[src/rtl/sonar_pkg.sv]
// sonar_pkg: shared FSM states, distance ceiling and us-to-cycles helper for the sonar scanner
package sonar_pkg;
  typedef enum logic [2:0] {OCIOSO, DISPARA, ESPERA_ECO, MEDE, ARMAZENA, INTERVALO, FIM} estado_t;
  localparam logic [9:0] DIST_MAX = 10'd1023;
  function automatic int us_para_ciclos(input int clk_hz, input int us);
    return int'((longint'(clk_hz) * longint'(us)) / longint'(1_000_000));
  endfunction
endpackage

[src/rtl/contador_cm.sv]
// contador_cm: cycle-mod-CICLOS_CM divider feeding a saturating cm counter; SONAR_ARREDONDA_EN rounds half-up
module contador_cm
  import sonar_pkg::*;
#(
  parameter int CICLOS_CM = 2941
) (
  input  logic       clock,
  input  logic       reset,
  input  logic       limpa,
  input  logic       conta,
  output logic [9:0] cm
);
  localparam int W = $clog2(CICLOS_CM + 1);
  logic [W-1:0] ciclo_q, ciclo_d;
  logic [9:0]   cm_q, cm_d;
  logic         wrap;
  // divider/counter next state, saturation and the presented (optionally rounded) result
  always_comb begin
    wrap = ciclo_q == W'(CICLOS_CM - 1);
    ciclo_d = limpa ? '0 : !conta ? ciclo_q : wrap ? '0 : ciclo_q + W'(1);
    cm_d = limpa ? '0 : (conta && wrap && cm_q != DIST_MAX) ? cm_q + 10'd1 : cm_q;
`ifdef SONAR_ARREDONDA_EN
    cm = (ciclo_q >= W'((CICLOS_CM + 1) / 2) && cm_q != DIST_MAX) ? cm_q + 10'd1 : cm_q;
`else
    cm = cm_q;
`endif
  end
  // counter registers
  always_ff @(posedge clock) begin
    if (reset) begin
      ciclo_q <= '0;
      cm_q <= '0;
    end else begin
      ciclo_q <= ciclo_d;
      cm_q <= cm_d;
    end
  end
endmodule

[src/rtl/medidor_sonar_multi.sv]
// medidor_sonar_multi: sequential multi-channel ultrasonic ranger; define SONAR_ARREDONDA_EN for rounded cm
module medidor_sonar_multi
  import sonar_pkg::*;
#(
  parameter int N_CANAIS   = 3,
  parameter int CLK_HZ     = 50_000_000,
  parameter int TRIG_US    = 10,
  parameter int TIMEOUT_US = 30000,
  parameter int GAP_US     = 1000,
  parameter int CICLOS_CM  = 2941
) (
  input  logic                    clock,
  input  logic                    reset,
  input  logic                    ligar,
  input  logic                    modo_continuo,
  input  logic [N_CANAIS-1:0]     echo,
  output logic [N_CANAIS-1:0]     trigger,
  output logic [10*N_CANAIS-1:0]  distancia,
  output logic [N_CANAIS-1:0]     erro,
  output logic [2:0]              canal,
  output logic                    ocupado,
  output logic                    pronto
);
  localparam int T_TRIG = us_para_ciclos(CLK_HZ, TRIG_US);
  localparam int T_TO   = us_para_ciclos(CLK_HZ, TIMEOUT_US);
  localparam int T_GAP  = us_para_ciclos(CLK_HZ, GAP_US);
  localparam logic [31:0] TRIG_M1 = 32'(T_TRIG > 1 ? T_TRIG - 1 : 0);
  localparam logic [31:0] TO_M1   = 32'(T_TO > 1 ? T_TO - 1 : 0);
  localparam logic [31:0] GAP_M1  = 32'(T_GAP > 1 ? T_GAP - 1 : 0);
  estado_t                 estado_q, estado_d;
  logic [2:0]              canal_q, canal_d;
  logic [31:0]             tmr_q, tmr_d;
  logic                    to_q, to_d;
  logic [10*N_CANAIS-1:0]  dist_q, dist_d;
  logic [N_CANAIS-1:0]     erro_q, erro_d;
  logic [N_CANAIS-1:0]     s1_q, sync_q, prev_q;
  logic                    e_s, e_p;
  logic [9:0]              cm;
  contador_cm #(.CICLOS_CM(CICLOS_CM)) u_cm (
    .clock (clock),
    .reset (reset),
    .limpa (estado_q == ESPERA_ECO),
    .conta (estado_q == MEDE),
    .cm    (cm)
  );
  // scan sequencing, per-channel result capture and outputs
  always_comb begin
    estado_d = estado_q;
    canal_d = canal_q;
    to_d = to_q;
    dist_d = dist_q;
    erro_d = erro_q;
    e_s = 1'b0;
    e_p = 1'b0;
    trigger = '0;
    for (int i = 0; i < N_CANAIS; i++) begin
      if (canal_q == 3'(i)) begin
        e_s = sync_q[i];
        e_p = prev_q[i];
        trigger[i] = estado_q == DISPARA;
      end
    end
    case (estado_q)
      OCIOSO: if (ligar || modo_continuo) begin
        estado_d = DISPARA;
        canal_d = '0;
        to_d = 1'b0;
      end
      DISPARA: if (tmr_q == TRIG_M1) estado_d = ESPERA_ECO;
      ESPERA_ECO: begin
        if (e_s && !e_p) estado_d = MEDE;
        else if (tmr_q == TO_M1) begin
          estado_d = ARMAZENA;
          to_d = 1'b1;
        end
      end
      MEDE: begin
        if (!e_s && e_p) estado_d = ARMAZENA;
        else if (tmr_q == TO_M1) begin
          estado_d = ARMAZENA;
          to_d = 1'b1;
        end
      end
      ARMAZENA: begin
        for (int i = 0; i < N_CANAIS; i++) begin
          if (canal_q == 3'(i)) begin
            dist_d[10*i +: 10] = to_q ? DIST_MAX : cm;
            erro_d[i] = to_q;
          end
        end
        estado_d = (canal_q < 3'(N_CANAIS - 1)) ? INTERVALO : FIM;
      end
      INTERVALO: if (tmr_q == GAP_M1) begin
        estado_d = DISPARA;
        canal_d = canal_q + 3'd1;
        to_d = 1'b0;
      end
      FIM: estado_d = OCIOSO;
      default: estado_d = OCIOSO;
    endcase
    tmr_d = (estado_d != estado_q) ? '0 : tmr_q + 32'd1;
    distancia = dist_q;
    erro = erro_q;
    canal = canal_q;
    ocupado = estado_q != OCIOSO && estado_q != FIM;
    pronto = estado_q == FIM;
  end
  // state register and stored results
  always_ff @(posedge clock) begin
    if (reset) begin
      estado_q <= OCIOSO;
      canal_q <= '0;
      tmr_q <= '0;
      to_q <= 1'b0;
      dist_q <= '0;
      erro_q <= '0;
    end else begin
      estado_q <= estado_d;
      canal_q <= canal_d;
      tmr_q <= tmr_d;
      to_q <= to_d;
      dist_q <= dist_d;
      erro_q <= erro_d;
    end
  end
  // two-stage echo synchronizer plus previous-value register for edge detection
  always_ff @(posedge clock) begin
    if (reset) begin
      s1_q <= '0;
      sync_q <= '0;
      prev_q <= '0;
    end else begin
      s1_q <= echo;
      sync_q <= s1_q;
      prev_q <= sync_q;
    end
  end
endmodule
[config.mk]
export PLATFORM = sky130hd
export DESIGN_NAME = medidor_sonar_multi
export DESIGN_NICKNAME = d
export VERILOG_FILES = /design/src/rtl/sonar_pkg.sv /design/src/rtl/contador_cm.sv /design/src/rtl/medidor_sonar_multi.sv
export SDC_FILE = /design/constraint.sdc
export NUM_CORES = 1
export LEC_CHECK = 0
export ABC_AREA = 1
export BUFFER_PORTS_ARGS = -buffer_cell sky130_fd_sc_hd__buf_4
export CORE_ASPECT_RATIO = 0.7
export CORE_UTILIZATION = 35
export DETAILED_ROUTE_END_ITERATION = 12
export PLACE_DENSITY_LB_ADDON = 0.12
export SLEW_MARGIN = 20
export SYNTH_ARGS = -nofsm -noshare
export SYNTH_HDL_FRONTEND = slang
export SYNTH_SLANG_ARGS = --single-unit
[constraint.sdc]
create_clock -name clock -period 1.75 [get_ports clock]
set_input_delay 0.2625 -clock clock [delete_from_list [all_inputs] [get_ports clock]]
set_output_delay 0.2625 -clock clock [all_outputs]
set_load 0.01 [all_outputs]
==> metrics.md <==
| Metric | Value |
|---|---|
| Synth unique cells | 34 |
| Period utilization | 1.109 |
| Slew Limit Headroom | 0.6128 |
| Cell taking the most area after synthesis | dfxtp_1 |
| Power Dens Cells | 623.6 nW/um^2 |
| DP HPWL | 11270 um |
| Net Sw Power | 1.282 mW |
| Power Total | 4.868 mW |
| Multi-input logic area | 3090 sq um |
| Total clock buffers created by CTS | 9 |
| Fmax | 515.1 MHz |
| Register Area | 2086 sq um |
| Min-Delay Path Class | in2reg |
| Core area | 14860 sq um |
| Register area share after synthesis | 0.3819 |
| Post-synth top cells | dfxtp_1, inv_1, nand2_1, nor2_1, o21ai_0 |
| Final Slew Violations | 0 |
| Number of H-tree levels | 3 |
| Flops & latches, synth | 103 |
| Total number of vias | 5181 |
| CTS Root Cell | clkbuf_16 |
| Die area | 15930 sq um |
| Failing checks | negative setup slack |
| Syn_nets | 729 |
| Port bufs | 47 |
| CTS Hold Bufs | 0 |
| Final min period | 1.941 ns |
| Die Wd | 150.4 um |
| Peak supply drop | 0.4295 mV |
| Final setup viols | 35 |
| # rows | 37 |
| # IOs | 48 |
| Final Hold Fails | 0 |
| Post-DR wirelength/cell | 13.61 um |
| CP cell instances | inv_4 > ha_4 > inv_2 > nand2_2 > nor2_4 > nor2_2 > nor2_2 > nand3_1 > o21ai_2 > nand2_2 > nand2_2 > nand2_2 > nand3_4 > clkbuf_16 > nor2_4 |
| Grt total ovfl | 0 |
| Post-Syn Area | 5399 sq um |
| Final RePlAce weighted congestion | 0.9104 |
| Starting Density | 0.3633 |
| Initial drt markers | 229 |
| Post-Layout Cell Count | 1109 |
| CP max FO | 6 |
| Clk slew on worst S/H paths | 0.08 ns |
| Routed Wire Length | 15090 um |
| Area after DPL | 7008 sq um |
| Worst stage delay on the critical path | 0.38 ns |
| Maxcap violations | 0 |
| Dpl cells | 1071 |
| Slowest CP cell | dfxtp_4 |
| Logic gate share of total power | 0.095 |
| Final instance area | 7806 sq um |
| WP data required | 2.00 ns |
| Final clock skew | 0.01178 ns |
| Tightest Pin Transition | 0.5772 ns |
| Vias in the first global route | 4849 |
| Worst hold slack | 0.1130 ns |
| Clock sink count | 103 |
| Longest Clk Path Bufs | 2 |
| Yosys top cell area share | 0.3819 |
| Leak Pwr | 3.179 nW |
| Syn avg cell area | 7.562 sq um |
| CP delay by family, top | simple AND/OR/NAND/NOR gates |
| Global-route wire length before repair | 24180 um |
| Setup_tns | -5.559 ns |
| CTS tree | yes |
| Pre-antenna DRT Iters | 7 |
| Crit path launch type | flop |
| Area contributors post-synth | dfxtp_1, nor2_4, inv_1 |
| Int Power | 3.586 mW |
| Net Sw Frac | 0.2634 |
| DRT antenna net count | 0 |
| Antenna cells | 0 |
| Worst path most repeated cell | nand2_2 |
| CP Data Arrival Time | 2.19 ns |
| Largest net degree at the start of global routing | 23 |
| RSZ-0062 raised after global routing | true |
| Final #Nets | 924 |
| Fillers | 1402 |
| Share of layout cells above drive strength 1 | 0.3884 |
| Post-synth top flop | dfxtp_1 |
| Remaining DRCs | 0 |
| Placement Setup Slack | -0.1761 ns |
| Vias per cell | 4.672 |
| Setup crit end kind | flop |
| Clk network pwr share | 0.417 |
| Sequential power share | 0.488 |
| Ys Warns | 0 |
| DIE HEIGHT | 105.9 um |
| Clk_lat worst skew | 0.36 ns |
| Most common cell in the netlist | dfxtp_1 |
| Ys async rst share | 0 |
| Crit path buf inv count | 3 |
| Critical path type | reg2reg |
| Cells after synthesis | 714 |
| Core Util, Final | 0.5253 |
| Worst setup margin | -0.1913 ns |
| All-Layer GR Usage | 0.1944 |
| Area Overhead vs Synth | 44.59% |
| EDFF count, synth | 0 |
| Antenna violations before repair | 0 |
| Run status | finished, violations left |
final cells by class:
type                    count  share of cell area
flip-flops and latches    103              0.2672
clock inverters             7            0.009457
well taps                 195             0.03125
multi-input cells         483              0.3959
inverters                 111             0.05466
repair buffers            201              0.2127
clock buffers               9             0.02885
repair_timing:
action                                  CTS  global route
buffers inserted                          6            15
hold endpoints to repair                  0             0
resized for setup                        22            64
endpoints found under the setup margin   42            78
gates cloned                              0             1
pin swaps                                 3            20
kinds of logic after synthesis:
kind of cell    share of synthesized area
compound gates                     0.1124
xor+xnor                          0.05516
fa+ha+maj                         0.01854
buf+inv                           0.09988
flops                              0.3819
simple gates                       0.3321
state kept, by name, indices dropped and copies added, names as in the netlist:
signal / count
tmr_q: 32
erro: 3
u_cm.ciclo_q: 12
prev_q: 3
u_cm.cm: 10
s1_q: 3
canal: 3
estado_q: 3
sync_q: 3
distancia: 30
to_q: 1
cells in the final DEF (no fill, tap or decap), types with 15 or more instances in the layout:
master / count
nor2_4: 44
nor3_1: 22
nand2_1: 91
a31oi_1: 31
nand3_1: 26
inv_1: 94
a21oi_1: 18
buf_4: 183
nor2_2: 20
xor2_1: 24
nor2_1: 74
o21ai_0: 42
nand2_2: 15
dfxtp_1: 94
layer usage:
layer  vias up  routed length (um)  global-route usage
met5         -                   0                   0
met4         0                 146             0.05123
met3        13                 854             0.05021
met2       113                6170              0.2689
met1      2362                7916              0.2920
li1       2693                   -                   -
power by group through the flow:
| stage | clock, mW | combinational, mW | sequential, mW |
|---|---|---|---|
| after CTS | 2.10 | 0.409 | 2.37 |
| after global routing | 2.19 | 0.504 | 2.38 |
| after detailed placement | 0 | 0.380 | 2.43 |
| after global placement | 0 | 0.376 | 2.43 |
| final | 2.03 | 0.463 | 2.37 |
| after floorplan | 0 | 0.235 | 2.44 |
worst paths after layout:
kind	startpoint	endpoint	slack [ns]	cells past startpoint
min	echo[2]	s1_q[2]	0.11	3
max reg2reg	canal[1]	tmr_q[16]	-0.19	15
max	canal[1]	tmr_q[16]	-0.19	15
min reg2reg	s1_q[0]	sync_q[0]	0.41	2
worst reg2reg max path: cells and delay by family (launching register included):
kind	cells	cell delay, ns
AO/OA/AOI/OAI	1	0.10
adder cells (fa/ha/maj)	1	0.16
buffers and inverters	3	0.31
flip-flops	1	0.38
AND/OR/NAND/NOR	10	0.89
No activity file was read; power rests on OpenSTA's default activity.
